### src/rtl/fractcam_pkg.sv
// Shared types and sizing helpers for the FracTCAM write controller.
// Slices are padded up to a whole number of LUTRAM columns.
package fractcam_pkg;

  typedef enum logic [1:0] {IDLE, SWEEP, DONE} state_t;

  function automatic int calc_num_slice(input int key_width, input int slice_width);
    return (key_width + slice_width - 1) / slice_width;
  endfunction

  function automatic int calc_pad_width(input int key_width, input int slice_width);
    return calc_num_slice(key_width, slice_width) * slice_width;
  endfunction

  localparam int DEF_KEY_WIDTH   = 40;
  localparam int DEF_SLICE_WIDTH = 5;
  localparam int DEF_PAD_WIDTH   = calc_pad_width(DEF_KEY_WIDTH, DEF_SLICE_WIDTH);

endpackage

### src/rtl/fractcam_slice_gen.sv
// Per-column LUTRAM write bit: a column stores 1 at every address that
// matches its key slice on all cared-about bits.
module fractcam_slice_gen #(
  parameter int SLICE_WIDTH = 5,
  parameter int NUM_SLICE   = 8
) (
  input  logic [SLICE_WIDTH-1:0]           addr,
  input  logic [NUM_SLICE*SLICE_WIDTH-1:0] key,
  input  logic [NUM_SLICE*SLICE_WIDTH-1:0] mask,
  output logic [NUM_SLICE-1:0]             match
);

  always_comb begin
    match = '0;
    for (int s = 0; s < NUM_SLICE; s++) begin
      match[s] = ((addr ^ key[s*SLICE_WIDTH +: SLICE_WIDTH]) &
                  mask[s*SLICE_WIDTH +: SLICE_WIDTH]) == '0;
    end
  end

endmodule

### src/rtl/fractcam_wr_ctrl.sv
// FracTCAM update sequencer: sweeps every LUTRAM address for one entry and
// holds off searches meanwhile. Optional FRACTCAM_ENTRY_VALID_EN adds m_entry_valid.
module fractcam_wr_ctrl
  import fractcam_pkg::*;
#(
  parameter int KEY_WIDTH   = 40,
  parameter int SLICE_WIDTH = 5,
  parameter int DEPTH       = 64,
  parameter int IDX_WIDTH   = $clog2(DEPTH),
  parameter int NUM_SLICE   = calc_num_slice(KEY_WIDTH, SLICE_WIDTH)
) (
  input  logic                   clk,
  input  logic                   rst,
  input  logic [IDX_WIDTH-1:0]   s_wr_idx,
  input  logic [KEY_WIDTH-1:0]   s_wr_key,
  input  logic [KEY_WIDTH-1:0]   s_wr_mask,
  input  logic                   s_wr_install,
  input  logic                   s_wr_valid,
  output logic                   s_wr_ready,
  output logic                   m_wr_done,
  output logic [SLICE_WIDTH-1:0] m_lut_addr,
  output logic [NUM_SLICE-1:0]   m_lut_wdata,
  output logic [DEPTH-1:0]       m_lut_we,
  input  logic [KEY_WIDTH-1:0]   s_search_key,
  input  logic                   s_search_valid,
  output logic                   s_search_ready,
  output logic [KEY_WIDTH-1:0]   m_search_key,
  output logic                   m_search_valid,
`ifdef FRACTCAM_ENTRY_VALID_EN
  output logic [DEPTH-1:0]       m_entry_valid,
`endif
  output logic                   busy
);

  localparam int PAD_WIDTH = NUM_SLICE * SLICE_WIDTH;

  state_t                 state;
  logic [SLICE_WIDTH-1:0] addr;
  logic [IDX_WIDTH-1:0]   idx_r;
  logic [PAD_WIDTH-1:0]   key_r;
  logic [PAD_WIDTH-1:0]   mask_r;
  logic                   install_r;
  logic [NUM_SLICE-1:0]   slice_match;

  // Zero-extension pads the last slice: key 0 and mask 0 (don't care) there.
  always_ff @(posedge clk or posedge rst) begin
    if (rst) begin
      state          <= IDLE;
      addr           <= '0;
      idx_r          <= '0;
      key_r          <= '0;
      mask_r         <= '0;
      install_r      <= 1'b0;
      m_search_key   <= '0;
      m_search_valid <= 1'b0;
`ifdef FRACTCAM_ENTRY_VALID_EN
      m_entry_valid  <= '0;
`endif
    end else begin
      m_search_valid <= 1'b0;
      case (state)
        IDLE: begin
          if (s_wr_valid) begin
            idx_r     <= s_wr_idx;
            key_r     <= PAD_WIDTH'(s_wr_key);
            mask_r    <= PAD_WIDTH'(s_wr_mask);
            install_r <= s_wr_install;
            addr      <= '0;
            state     <= SWEEP;
          end else if (s_search_valid) begin
            m_search_key   <= s_search_key;
            m_search_valid <= 1'b1;
          end
        end
        SWEEP: begin
          addr <= addr + 1'b1;
          if (addr == '1) state <= DONE;
        end
        DONE: begin
`ifdef FRACTCAM_ENTRY_VALID_EN
          for (int i = 0; i < DEPTH; i++) begin
            if (idx_r == IDX_WIDTH'(i)) m_entry_valid[i] <= install_r;
          end
`endif
          state <= IDLE;
        end
        default: state <= IDLE;
      endcase
    end
  end

  fractcam_slice_gen #(
    .SLICE_WIDTH(SLICE_WIDTH),
    .NUM_SLICE  (NUM_SLICE)
  ) u_slice_gen (
    .addr (addr),
    .key  (key_r),
    .mask (mask_r),
    .match(slice_match)
  );

  // Out-of-range indices match no row, so the sweep runs as a dropped write.
  always_comb begin
    m_lut_we = '0;
    for (int i = 0; i < DEPTH; i++) begin
      if (state == SWEEP && idx_r == IDX_WIDTH'(i)) m_lut_we[i] = 1'b1;
    end
  end

  assign m_lut_wdata    = (state == SWEEP && install_r) ? slice_match : '0;
  assign m_lut_addr     = addr;
  assign busy           = (state != IDLE);
  assign m_wr_done      = (state == DONE);
  assign s_wr_ready     = (state == IDLE);
  assign s_search_ready = (state == IDLE) && !s_wr_valid;

endmodule

### config.mk
export PLATFORM = sky130hd
export DESIGN_NAME = fractcam_wr_ctrl
export DESIGN_NICKNAME = d
export VERILOG_FILES = /design/src/rtl/fractcam_pkg.sv /design/src/rtl/fractcam_slice_gen.sv /design/src/rtl/fractcam_wr_ctrl.sv
export SDC_FILE = /design/constraint.sdc
export NUM_CORES = 1
export LEC_CHECK = 0
export BUFFER_PORTS_ARGS = -buffer_cell sky130_fd_sc_hd__buf_4
export CELL_PAD_IN_SITES_DETAIL_PLACEMENT = 1
export CELL_PAD_IN_SITES_GLOBAL_PLACEMENT = 2
export CORE_ASPECT_RATIO = 0.7
export CORE_UTILIZATION = 33
export CTS_CLUSTER_DIAMETER = 100
export CTS_CLUSTER_SIZE = 20
export DETAILED_ROUTE_END_ITERATION = 16
export GPL_TIMING_DRIVEN = 1
export PLACE_DENSITY_LB_ADDON = 0.1
export SLEW_MARGIN = 20
export SYNTH_ARGS = -nofsm -noshare
export SYNTH_HDL_FRONTEND = slang
export SYNTH_SLANG_ARGS = --single-unit
### constraint.sdc
create_clock -name clk -period 6.25 [get_ports clk]
set_input_delay 0 -clock clk [delete_from_list [all_inputs] [get_ports clk]]
set_output_delay 0 -clock clk [all_outputs]
set_load 0.1 [all_outputs]
Word-level counts from Yosys, hierarchy flattened
Cells that the tools add are included.
{"block": "op_classes", "addsub": 1, "n_eq_ne": 68, "muxes": 73, "bitwise_logic": 17, "n_reduce_logical": 83}
{"op": "6-bit == test (second input constant)", "count": 32}
{"op": "6-bit by 5-bit == test with 1-bit output (second input constant)", "count": 16}
{"op": "1-bit two-way mux", "count": 67}
{"op": "1-bit logical AND", "count": 66}
{"op": "6-bit by 4-bit == test with 1-bit output (second input constant)", "count": 8}
{"op": "5-bit bitwise AND", "count": 8}
{"op": "5-bit logical NOT", "count": 8}
{"op": "5-bit bitwise XOR", "count": 8}
{"op": "6-bit by 3-bit == test with 1-bit output (second input constant)", "count": 4}
{"op": "6-bit by 2-bit == test with 1-bit output (second input constant)", "count": 2}
{"op": "5-bit one-hot mux with 2 select lines", "count": 1}
{"op": "8-bit two-way mux", "count": 1}
{"op": "6-bit by 1-bit == test with 1-bit output (second input constant)", "count": 1}
{"op": "6-bit logical NOT", "count": 1}
{"op": "2-bit AND reduction", "count": 3}
{"op": "5-bit by 1-bit adder with 5-bit output (second input constant)", "count": 1}
{"op": "5-bit == test (second input constant)", "count": 1}
{"op": "5-bit two-way mux", "count": 1}
{"op": "2-bit two-way mux", "count": 2}
{"op": "2-bit != test (second input constant)", "count": 2}
{"op": "2-bit one-hot mux with 2 select lines", "count": 1}
{"op": "2-bit nonzero test", "count": 2}
{"op": "3-bit AND reduction", "count": 1}
{"op": "2-bit by 1-bit == test with 1-bit output (second input constant)", "count": 1}
{"op": "4 further kinds", "count": 4}
{"block": "word_totals", "ff_bits": 135, "out_inout_bits": 122, "wordCells": 250}

Depth between registers and ports, before layout
Gate-level depths: netlist of the first run.
{"block": "depth", "word_depth": 4, "ltp_mapped": 5, "mapped_depth_nobuf": 5}

Hierarchy
A second synthesis of the first run with hierarchy kept.
{"block": "unflattened", "cells_unflattened": 490, "area_unflattened_um2": 6505.0}
{"module": "fractcam_wr_ctrl", "n_inst": 1, "cells_each": 413, "area_per_inst_um2": 5933.2, "seq_area_each_um2": 3378.2}
{"module": "fractcam_slice_gen", "n_inst": 1, "cells_each": 77, "area_per_inst_um2": 571.8, "seq_area_each_um2": 0.0}

Worst setup path after synthesis of the first run
No wires, ideal clock.
{"block": "synth_path", "path_kind": "reg-to-reg", "start": "register state[0]", "end": "register m_search_key[10]", "setup_ns": 0.125, "arrival_ns": 3.468, "required_time_ns": 6.125, "path_slack_ns": 2.656, "stages_incl_launch_ff": 6, "synth_period_minus_slack_ns": 3.594, "path_cell_list": "dfrtp_1 -> nor3_1 -> and2_1 -> buf_2 -> buf_4 -> mux2_2"}
{"block": "synth_between", "elab_chain_len": 2}
{"element": "start, declared", "line": "fractcam_wr_ctrl.sv:37", "text": "state_t state;"}
{"element": "start signal, assigned", "line": "fractcam_wr_ctrl.sv:48", "text": "state <= IDLE;"}
{"element": "start signal, assigned", "line": "fractcam_wr_ctrl.sv:69", "text": "state <= SWEEP;"}
{"element": "start signal, assigned", "line": "fractcam_wr_ctrl.sv:77", "text": "if (addr == '1) state <= DONE;"}
{"element": "2-bit logical NOT", "line": "fractcam_wr_ctrl.sv:61", "text": "case (state)"}
{"element": "3-bit AND reduction (no source line)"}
{"element": "end signal, assigned", "line": "fractcam_wr_ctrl.sv:71", "text": "m_search_key <= s_search_key;"}
{"element": "end, declared", "line": "fractcam_wr_ctrl.sv:27", "text": "output logic [KEY_WIDTH-1:0] m_search_key,"}
Every way passes these cells.
A chain may end at the register's enable or synchronous reset.

Worst setup path after layout of the first run
{"block": "layout_path", "start": "register state[0]", "end": "output m_lut_we[32]"}
{"block": "layout_between", "elab_chain_len": 3}
{"element": "2-bit by 1-bit == test with 1-bit output", "line": "fractcam_wr_ctrl.sv:106", "text": "if (state == SWEEP && idx_r == IDX_WIDTH'(i)) m_lut_we[i] = 1'b1;"}
{"element": "1-bit logical AND", "line": "fractcam_wr_ctrl.sv:106"}
{"element": "1-bit two-way mux", "line": "fractcam_wr_ctrl.sv:106"}
{"element": "end, declared", "line": "fractcam_wr_ctrl.sv:23", "text": "output logic [DEPTH-1:0] m_lut_we,"}
Every way passes these cells.

==> results of run 1 <==
## flip-flops by register name (all words and copies together), names as in the netlist
signal	count
m_lut_addr	5
state	2
install_r	1
mask_r	40
m_search_valid	1
m_search_key	40
idx_r	6
key_r	40
## cell usage after synthesis (all sizes together), types with 4 or more instances
master	instances	area, µm²
dfrtp	135	3380
buf	22	176
nand2	14	52.6
clkbuf	4	15.0
nand3b	4	30.0
mux2	127	1710
xor2	40	350
nor2b	6	37.5
nand3	10	50.1
nor2	67	251
a22oi	16	120
a21oi	8	40.0
and3	9	56.3
## power breakdown
part	total, mW	internal [mW]	switching, mW
registers	1.71	1.32	0.397
logic	3.51	1.16	2.35
clock network	1.10	0.695	0.407
## per-layer routing
layer / GRT usage, % / up-vias
met3: 4.66 / 21
met4: 6.48 / 0
met1: 27.1 / 2562
met5: 0 / -
met2: 34.4 / 117
li1: - / 2395
## final timing paths
path / start / endpoint
min in group clk: s_search_key[5] / m_search_key[5]
worst max-delay path: state[0] / m_lut_we[32]
worst max register to register: state[0] / mask_r[2]
worst min register to register: m_search_key[5] / m_search_key[5]
worst min-delay path: rst / m_search_key[28]
max in group asynchronous: rst / mask_r[13]
## timing repair
| item | CTS | global route |
|---|---|---|
| hold buffers | 129 | 0 |
| buffers inserted | 0 | 0 |
| endpoints found under the hold margin | 191 | 0 |
## per-stage QoR
stage	power (mW)	utilization, %
after floorplan	4.41	-
after global placement	5.09	44.5
after detailed placement	5.16	44.5
after CTS	6.37	54.8
after global routing	6.62	54.8
final	6.33	54.8
## worst max-delay path, cell delays in order, from the launching register on
cell and delay [ps]:
dfrtp_1 440, nor2b_1 550, nand3b_1 680, nor2_1 300, buf_4 330
## area by class of cell
class / instances / area share (%)
repair buffers: 383 / 30.9
flip-flops and latches: 135 / 32.6
multi-input cells: 317 / 27.2
clock buffers: 19 / 4.37
clock inverters: 13 / 1.87
well taps: 242 / 2.92
inverters: 2 / 0.121
## cells by family after synthesis
kind of cell / Yosys count / share of synthesized area (%)
flip-flops: 135 / 52.8
multiplexers: 128 / 26.9
AND/OR/NAND/NOR: 120 / 8.47
XOR/XNOR: 41 / 5.62
buffers and inverters: 28 / 3.11
AO/OA/AOI/OAI: 26 / 2.66
adder cells (fa/ha/maj): 2 / 0.391
## cell usage in the layout (no fill, tap or decap), types with 2 or more instances in the layout
| master | n |
|---|---|
| a21oi_1 | 8 |
| a22oi_1 | 16 |
| and2_1 | 2 |
| and3_1 | 9 |
| buf_4 | 254 |
| bufinv_16 | 4 |
| clkbuf_16 | 17 |
| clkbuf_8 | 2 |
| clkinv_4 | 4 |
| dfrtp_1 | 135 |
| dlygate4sd3_1 | 129 |
| ha_1 | 2 |
| inv_6 | 4 |
| mux2_1 | 2 |
| mux2_2 | 50 |
| mux2_4 | 75 |
| nand2_1 | 14 |
| nand3_1 | 10 |
| nand3b_1 | 4 |
| nand4_1 | 2 |
| nor2_1 | 67 |
| nor2b_1 | 6 |
| o21ai_0 | 2 |
| xor2_1 | 40 |
==> qor.yml, run 1 <==
outcome:
  outcome: "finished, final reports clean"
critical_path:
  endpoint_kind: "output pin"
  r2r_setup_slack_ps: 3710
  critPathArrivalTime_ps: 2730
  start_kind: "flop"
  critical_path_class: "flop to output pin"
  cp_max_fo: 16
  reg2regPathDepth: 3
  cp.required_ps: 6250
drt:
  wl_per_cell_um: 17.9
  routed_wl_mm: 19.9
  first_iter_violations: 162
  vias: 5095
  drc: 0
  wl_met3_um: 686
  wl_met2_mm: 9.89
  drtAntennaViolNets: 0
  via_per_inst: 4.59
  highest_layer: "met4"
  dr.pass1.iters: 4
  m1WireLength_mm: 9.07
power:
  p_leak_nw: 5.14
  power.density_nw_per_um2: 611
  peakVddDrop_uv: 390
timing:
  worstMarginPinSlew_ps: 1040
  fin_skew_ps: 7.21
  finalCritPeriodShare_pct: 43.7
  fin_ws_ps: 3520
  hold_ws_ps: 219
  setup_viol: 0
  drv_slew: 0
  rsz0062_at_grt: "no"
  hold_viol: 0
  finalCriticalPeriod_ps: 2730
  relSlewSlack_pct: 30.7
  clock.fmax_mhz: 366
  tns_ps: 0
placement:
  place.gp.congestion: 0.758
  portBuffers: 252
  hpwl_mm: 13.2
  place_area_um2: 8420
  dp_slack_ps: 3690
  dp_cells: 950
die:
  rows: 42
  die_w_um: 168
  coreArea_um2: 18900
  ioPinCount: 253
  die_y_um: 118
  fp.dieArea_um2: 19900
  initial_core_util_pct: 33.8
cts:
  cts_sinks: 135
  tritoncts: "done"
  clock_latency_ps: 420
  root_buffer: "clkbuf_16"
  path_clk_slew_ps: 60
  cts.repair.resized: 0
  cts.htree.levels: 4
  cts_made_buffers: 17
  clockBufferDepth: 2
job:
  maxCapViolCount: 0
final_layout:
  fillers: 1967
  syn_to_final_growth_pct: 62.0
  seq_area_um2: 3380
  multi_input_area_um2: 2820
  antenna_cells: 0
  drive_above_1_share_pct: 47.8
  nets: 989
  stdcell_count: 1111
  final_area_um2: 10400
synth:
  synth_cells: 480
  syn_area_um2: 6390
  synth-seq-cells: 135
  syn_avg_cell_area_um2: 13.3
  synth_cell_type_count: 29
  synth_edf_count: 0
  ys.flop_type: "dfrtp_1"
  syn_nets: 613
  synthArstFlopShare_pct: 100
  yosysSeqAreaShare_pct: 52.8
  ys_warn_count: 0
grt:
  grt_antenna_before_repair: 0
  track_usage_pct: 20.8
  grt.overflow.total: 0
  grt_pass1_wl_mm: 31.7
  grt_max_degree: 73
  grt_pass1_vias: 5810
min_path:
  holdCritPathClass: "primary input to async pin"
Note: power is estimated with default switching activity, not from simulation.
==> run 2: changes to the inputs <==
--- a/config.mk
+++ b/config.mk
@@ -5,11 +5,12 @@
 export SDC_FILE = /design/constraint.sdc
 export NUM_CORES = 1
 export LEC_CHECK = 0
+export ABC_AREA = 1
 export BUFFER_PORTS_ARGS = -buffer_cell sky130_fd_sc_hd__buf_4
 export CELL_PAD_IN_SITES_DETAIL_PLACEMENT = 1
 export CELL_PAD_IN_SITES_GLOBAL_PLACEMENT = 2
 export CORE_ASPECT_RATIO = 0.7
-export CORE_UTILIZATION = 33
+export CORE_UTILIZATION = 26
 export CTS_CLUSTER_DIAMETER = 100
 export CTS_CLUSTER_SIZE = 20
 export DETAILED_ROUTE_END_ITERATION = 16
==> constraint.sdc (replaced) <==
create_clock -name clk -period 2.75 [get_ports clk]
set_input_delay 0 -clock clk [delete_from_list [all_inputs] [get_ports clk]]
set_output_delay 0 -clock clk [all_outputs]
set_load 0.1 [all_outputs]
==> qor.yml, run 2 <==
outcome:
  outcome: "finished, final reports clean"
critical_path:
  cp_slowest_stage_delay_ps: 690
  critical_path_class: "flop to output pin"
  reg2reg_from: "m_lut_addr[2]"
  cp.required_ps: 2750
  worst_path_max_delay_cell: "dfrtp_1"
  critical_path.cell_chain: "buf_4 > nor2_1 > nor2_1 > nor2_1 > nand2_1 > nor2_2 > buf_4"
  r2r_end: "m_lut_addr[4]"
  critPathArrivalTime_ps: 2290
  cp_max_fo: 19
  start_kind: "flop"
  endpoint_kind: "output pin"
  r2r_setup_slack_ps: 930
  critPathMostFrequentCell: "nor2_1"
  reg2regPathDepth: 6
cts:
  cts_made_buffers: 17
  path_clk_slew_ps: 60
  clockBufferDepth: 2
  root_buffer: "clkbuf_16"
  cts.htree.levels: 4
  cts_hold_buf: 128
  clock_latency_ps: 430
  cts_sinks: 135
  tritoncts: "done"
  post-cts-setup-buffers: 0
  cts.repair.resized: 0
job:
  maxCapViolCount: 0
drt:
  dr.pass1.iters: 4
  vias: 6901
  first_iter_violations: 216
  wl_per_cell_um: 15.2
  drc: 0
  via_per_inst: 4.36
  routed_wl_mm: 24.1
  drtAntennaViolNets: 0
final_layout:
  largestRegisters: "key_r (40), m_search_key (40), mask_r (40)"
  final_cell_mix: "nand2_1 (382), buf_4 (263), nor2_1 (161), dfrtp_1 (135), dlygate4sd3_1 (128)"
  post-route-util_pct: 44.2
  antenna_cells: 0
  final_area_um2: 10600
  syn_to_final_growth_pct: 64.8
  drive_above_1_share_pct: 24.8
  final_common_cell: "nand2_1"
  nets: 1385
power:
  power.density_nw_per_um2: 1300
  power.share.clock_pct: 18.2
  netSwitchingPower_mw: 7.43
  seq_power_share_pct: 27.2
  sw_frac_of_total_pct: 54.2
  p_total_mw: 13.7
  p_leak_nw: 5.58
  internal_power_mw: 6.27
  peakVddDrop_uv: 827
  power_frac_comb_pct: 54.7
die:
  initial_core_util_pct: 26.8
  ioPinCount: 253
  die_y_um: 133
  fp.dieArea_um2: 25300
  rows: 47
  coreArea_um2: 23900
  die_w_um: 190
synth:
  yosysTopAreaCell: "dfrtp_1"
  syn_area_um2: 6410
  synth_cell_type_count: 19
  ys.flop_type: "dfrtp_1"
  yosys.area.top_type_share_pct: 52.7
  synthArstFlopShare_pct: 100
  ys_top_cells_by_area: "dfrtp_1 (53%), nand2_1 (22%), nor2_1 (9.9%), nand3_1 (6.6%), inv_1 (1.8%)"
  synth.most_common_cell: "nand2_1"
  syn_avg_cell_area_um2: 7.24
  synth-seq-cells: 135
  synth_cells: 886
  syn_nets: 1019
  ys_warn_count: 0
  synth_edf_count: 0
  yosysSeqAreaShare_pct: 52.7
  synth_commonest_cells: "nand2_1 (382), nor2_1 (169), dfrtp_1 (135), nand3_1 (85), inv_1 (31)"
timing:
  tns_ps: 0
  fin_skew_ps: 5.76
  hold_viol: 0
  finalCriticalPeriod_ps: 2290
  worstMarginPinSlew_ps: 835
  setup_viol: 0
  drv_slew: 0
  hold_ws_ps: 135
  finalCritPeriodShare_pct: 83.1
  clock.fmax_mhz: 438
  relSlewSlack_pct: 44.3
  rsz0062_at_grt: "no"
grt:
  grt.overflow.total: 0
  grt_max_degree: 69
  grt_pass1_wl_mm: 39.1
  grt_antenna_before_repair: 0
  track_usage_pct: 19.8
  grt_pass1_vias: 7407
placement:
  portBuffers: 252
  hpwl_mm: 16.6
  place_area_um2: 8650
  place.gp.congestion: 0.724
min_path:
  holdCritPathClass: "primary input to async pin"
run 2: power groups by stage:
stage	clock (mW)	combinational [mW]	sequential, mW
after floorplan	0	3.60	5.63
after global placement	0	7.34	3.73
after detailed placement	0	7.39	3.73
after CTS	2.56	7.56	3.72
after global routing	2.63	8.05	3.85
final	2.49	7.49	3.72
run 2: cells by family after synthesis:
| group | count (synthesis) | synth area share, % |
|---|---|---|
| flops | 135 | 52.7 |
| fa+ha+maj | 2 | 0.390 |
| buf+inv | 80 | 5.11 |
| simple gates | 644 | 39.9 |
| compound gates | 25 | 1.95 |
run 2: critical path: cells and delay by family (launching register included):
kind / cells / cell delay [ps]
flops: 1 / 690
buf+inv: 2 / 630
simple gates: 5 / 540
run 2: stage by stage:
step           std cells  setup WS (ps)
2_1_floorplan        886            290
3_3_place_gp        1423            880
3_5_place_dp        1423            892
4_1_cts             1583            396
5_1_grt             1583            296
6_report            1583            465
run 2: cell type report:
type                            count  area (µm²)
Clock buffer                       23         488
Clock inverter                      9         145
Fill cell                        2901       13400
Inverter                           34         131
Multi-Input combinational cell    671        2730
Sequential cell                   135        3380
Tap cell                          318         398
Timing Repair Buffer              393        3300
run 2: worst max path at each step:
stage	from	end	slack [ps]
3_3_place_gp	m_lut_addr[2]	m_lut_wdata[4]	880
2_1_floorplan	m_lut_addr[0]	m_lut_wdata[7]	290
3_5_place_dp	m_lut_addr[2]	m_lut_wdata[4]	890
6_report	m_lut_addr[2]	m_lut_wdata[4]	460
5_1_grt	m_lut_addr[2]	m_lut_wdata[3]	300
4_1_cts	m_lut_addr[2]	m_lut_wdata[4]	400
run 2: layer usage:
metal | GRT usage [%] | routed length [µm] | vias to the layer above
li1 | - | - | 3454
met4 | 5.51 | 233 | 0
met2 | 31.2 | 10900 | 132
met5 | 0 | 0 | -
met1 | 27.7 | 12100 | 3296
met3 | 3.61 | 791 | 19
==> run 3: changes to the inputs <==
--- a/config.mk
+++ b/config.mk
@@ -10,7 +10,7 @@
 export CELL_PAD_IN_SITES_DETAIL_PLACEMENT = 1
 export CELL_PAD_IN_SITES_GLOBAL_PLACEMENT = 2
 export CORE_ASPECT_RATIO = 0.7
-export CORE_UTILIZATION = 26
+export CORE_UTILIZATION = 23
 export CTS_CLUSTER_DIAMETER = 100
 export CTS_CLUSTER_SIZE = 20
 export DETAILED_ROUTE_END_ITERATION = 16
==> constraint.sdc (replaced) <==
create_clock -name clk -period 1.95 [get_ports clk]
set_input_delay 0 -clock clk [delete_from_list [all_inputs] [get_ports clk]]
set_output_delay 0 -clock clk [all_outputs]
set_load 0.1 [all_outputs]
==> qor.yml, run 3 (synthesized netlist as in run 2, its figures left out) <==
outcome:
  outcome: "finished, final reports clean"
placement:
  dp_cells: 1478
  hpwl_mm: 17.9
  place_area_um2: 8940
  portBuffers: 252
  place.gp.congestion: 0.734
timing:
  rsz0062_at_grt: "yes"
  tns_ps: 0
  clock.fmax_mhz: 517
  drv_slew: 0
  finalCriticalPeriod_ps: 1930
  hold_viol: 0
  relSlewSlack_pct: 48.9
  fin_skew_ps: 7.57
  worstMarginPinSlew_ps: 766
  setup_viol: 0
  finalCritPeriodShare_pct: 99.2
min_path:
  holdCritPathClass: "primary input to flop"
critical_path:
  endpoint_kind: "output pin"
  start_kind: "flop"
  critical_path.cell_chain: "inv_1 > nor2_1 > nand2_1 > nor2_1 > buf_4"
  critPathMostFrequentCell: "nor2_1"
  cp_max_fo: 4
  worstSetupEndpoint: "m_lut_we[25]"
  critPathArrivalTime_ps: 1930
  r2r_end: "key_r[7]"
  reg2regPathDepth: 5
  critical_path_class: "flop to output pin"
  worst_path_max_delay_cell: "dfrtp_1"
  r2r_setup_slack_ps: 400
  cp.required_ps: 1950
  reg2reg_from: "state[0]"
  startpoint: "idx_r[0]"
  cp_slowest_stage_delay_ps: 390
drt:
  first_iter_violations: 269
  via_per_inst: 4.23
  routed_wl_mm: 25.6
  vias: 6937
  drc: 0
  wl_per_cell_um: 15.6
  drtAntennaViolNets: 0
  dr.pass1.iters: 6
power:
  power.density_nw_per_um2: 1800
  netSwitchingPower_mw: 10.9
  peakVddDrop_uv: 1050
  p_leak_nw: 5.69
  sw_frac_of_total_pct: 54.0
  p_total_mw: 20.1
  power.share.clock_pct: 17.0
  internal_power_mw: 9.24
  power_frac_comb_pct: 56.9
  seq_power_share_pct: 26.2
die:
  initial_core_util_pct: 23.7
  coreArea_um2: 27100
  ioPinCount: 253
  die_y_um: 142
  rows: 50
  die_w_um: 202
  fp.dieArea_um2: 28600
final_layout:
  drive_above_1_share_pct: 28.1
  fillers: 3233
  syn_to_final_growth_pct: 74.4
  final_area_um2: 11200
  stdcell_count: 1641
  largestRegisters: "key_r (40), m_search_key (40), mask_r (40)"
  final_cell_mix: "nand2_1 (380), buf_4 (213), nor2_1 (137), dfrtp_1 (130), dlygate4sd3_1 (128)"
  nets: 1397
  final_common_cell: "nand2_1"
  antenna_cells: 0
cts:
  cts_sinks: 135
  cts_made_buffers: 17
  path_clk_slew_ps: 60
  root_buffer: "clkbuf_16"
  tritoncts: "done"
  cts.htree.levels: 4
  clock_latency_ps: 420
  clockBufferDepth: 2
grt:
  grt_pass1_vias: 7282
  grt_pass1_wl_mm: 40.4
  track_usage_pct: 18.2
  grt_max_degree: 55
  grt.overflow.total: 0
  grt_antenna_before_repair: 0
job:
  maxCapViolCount: 0
[run 3: changes by cell type in the layout (fill, tap and decap cells not counted), moves of 3 or more]
cell	delta
buf_8	+3
buf_6	+50
buf_4	-50
dfrtp_4	+4
nor2_2	+12
buf_12	+7
dfrtp_1	-5
nor2_4	+12
nor2_1	-24
[run 3: area by class of cell]
| cell class | count | area, µm² | area share [%] |
|---|---|---|---|
| timing repair buffer | 403 | 3670 | 32.8 |
| sequential | 135 | 3390 | 30.4 |
| multi-input combinational | 673 | 2900 | 26.0 |
| clock buffer | 24 | 502 | 4.49 |
| tap | 364 | 455 | 4.07 |
| inverter | 34 | 141 | 1.26 |
| clock inverter | 8 | 118 | 1.05 |
[run 3: timing repair]
item,CTS,global route
buffers inserted,1,0
gates cloned,0,2
endpoints found under the setup margin,59,60
pin swaps,1,0
hold buffers,128,0
gates resized for setup,56,28
endpoints found under the hold margin,146,0
[run 3: metal layers]
| metal | routed length (µm) | vias up | track usage (%) |
|---|---|---|---|
| met5 | 0 | - | 0 |
| met4 | 216 | 0 | 4.07 |
| met3 | 747 | 14 | 3.45 |
| met2 | 11700 | 116 | 29.1 |
| met1 | 12900 | 3327 | 25.4 |
| li1 | - | 3480 | - |
[run 3: how the worst min path moves through the flow]
stage	end	cells after the start	slack (ps)	startpoint
after global routing	m_search_valid	4	60	s_search_valid
after detailed placement	m_search_key[25]	2	190	rst
after CTS	m_search_valid	4	40	s_search_valid
final	m_search_valid	4	60	s_search_valid
after global placement	m_search_key[25]	2	180	rst
after floorplan	m_search_key[0]	2	110	s_search_key[0]
[run 3: per-stage QoR]
step | hold WS (ps) | setup WS, ps | utilization, %
after floorplan | 110 | -354 | -
after global placement | 184 | 297 | 33.0
after detailed placement | 185 | 238 | 33.0
after CTS | 38.8 | 2.65 | 40.8
after global routing | 57.7 | -74.6 | 41.3
final | 59.2 | 15.7 | 41.3
[run 3: power groups by stage]
stage	sequential, mW	clock [mW]	combinational (mW)
after CTS	5.23	3.52	11.3
after global routing	5.48	3.64	12.3
after global placement	5.24	0	10.8
after floorplan	7.95	0	5.30
final	5.26	3.41	11.4
after detailed placement	5.27	0	10.8
[run 3: worst max-delay path: cells and delay by family, from the launching register on]
family                 cells  cell delay [ps]
AND/OR/NAND/NOR            3              740
flip-flops                 1              390
buffers and inverters      2              390
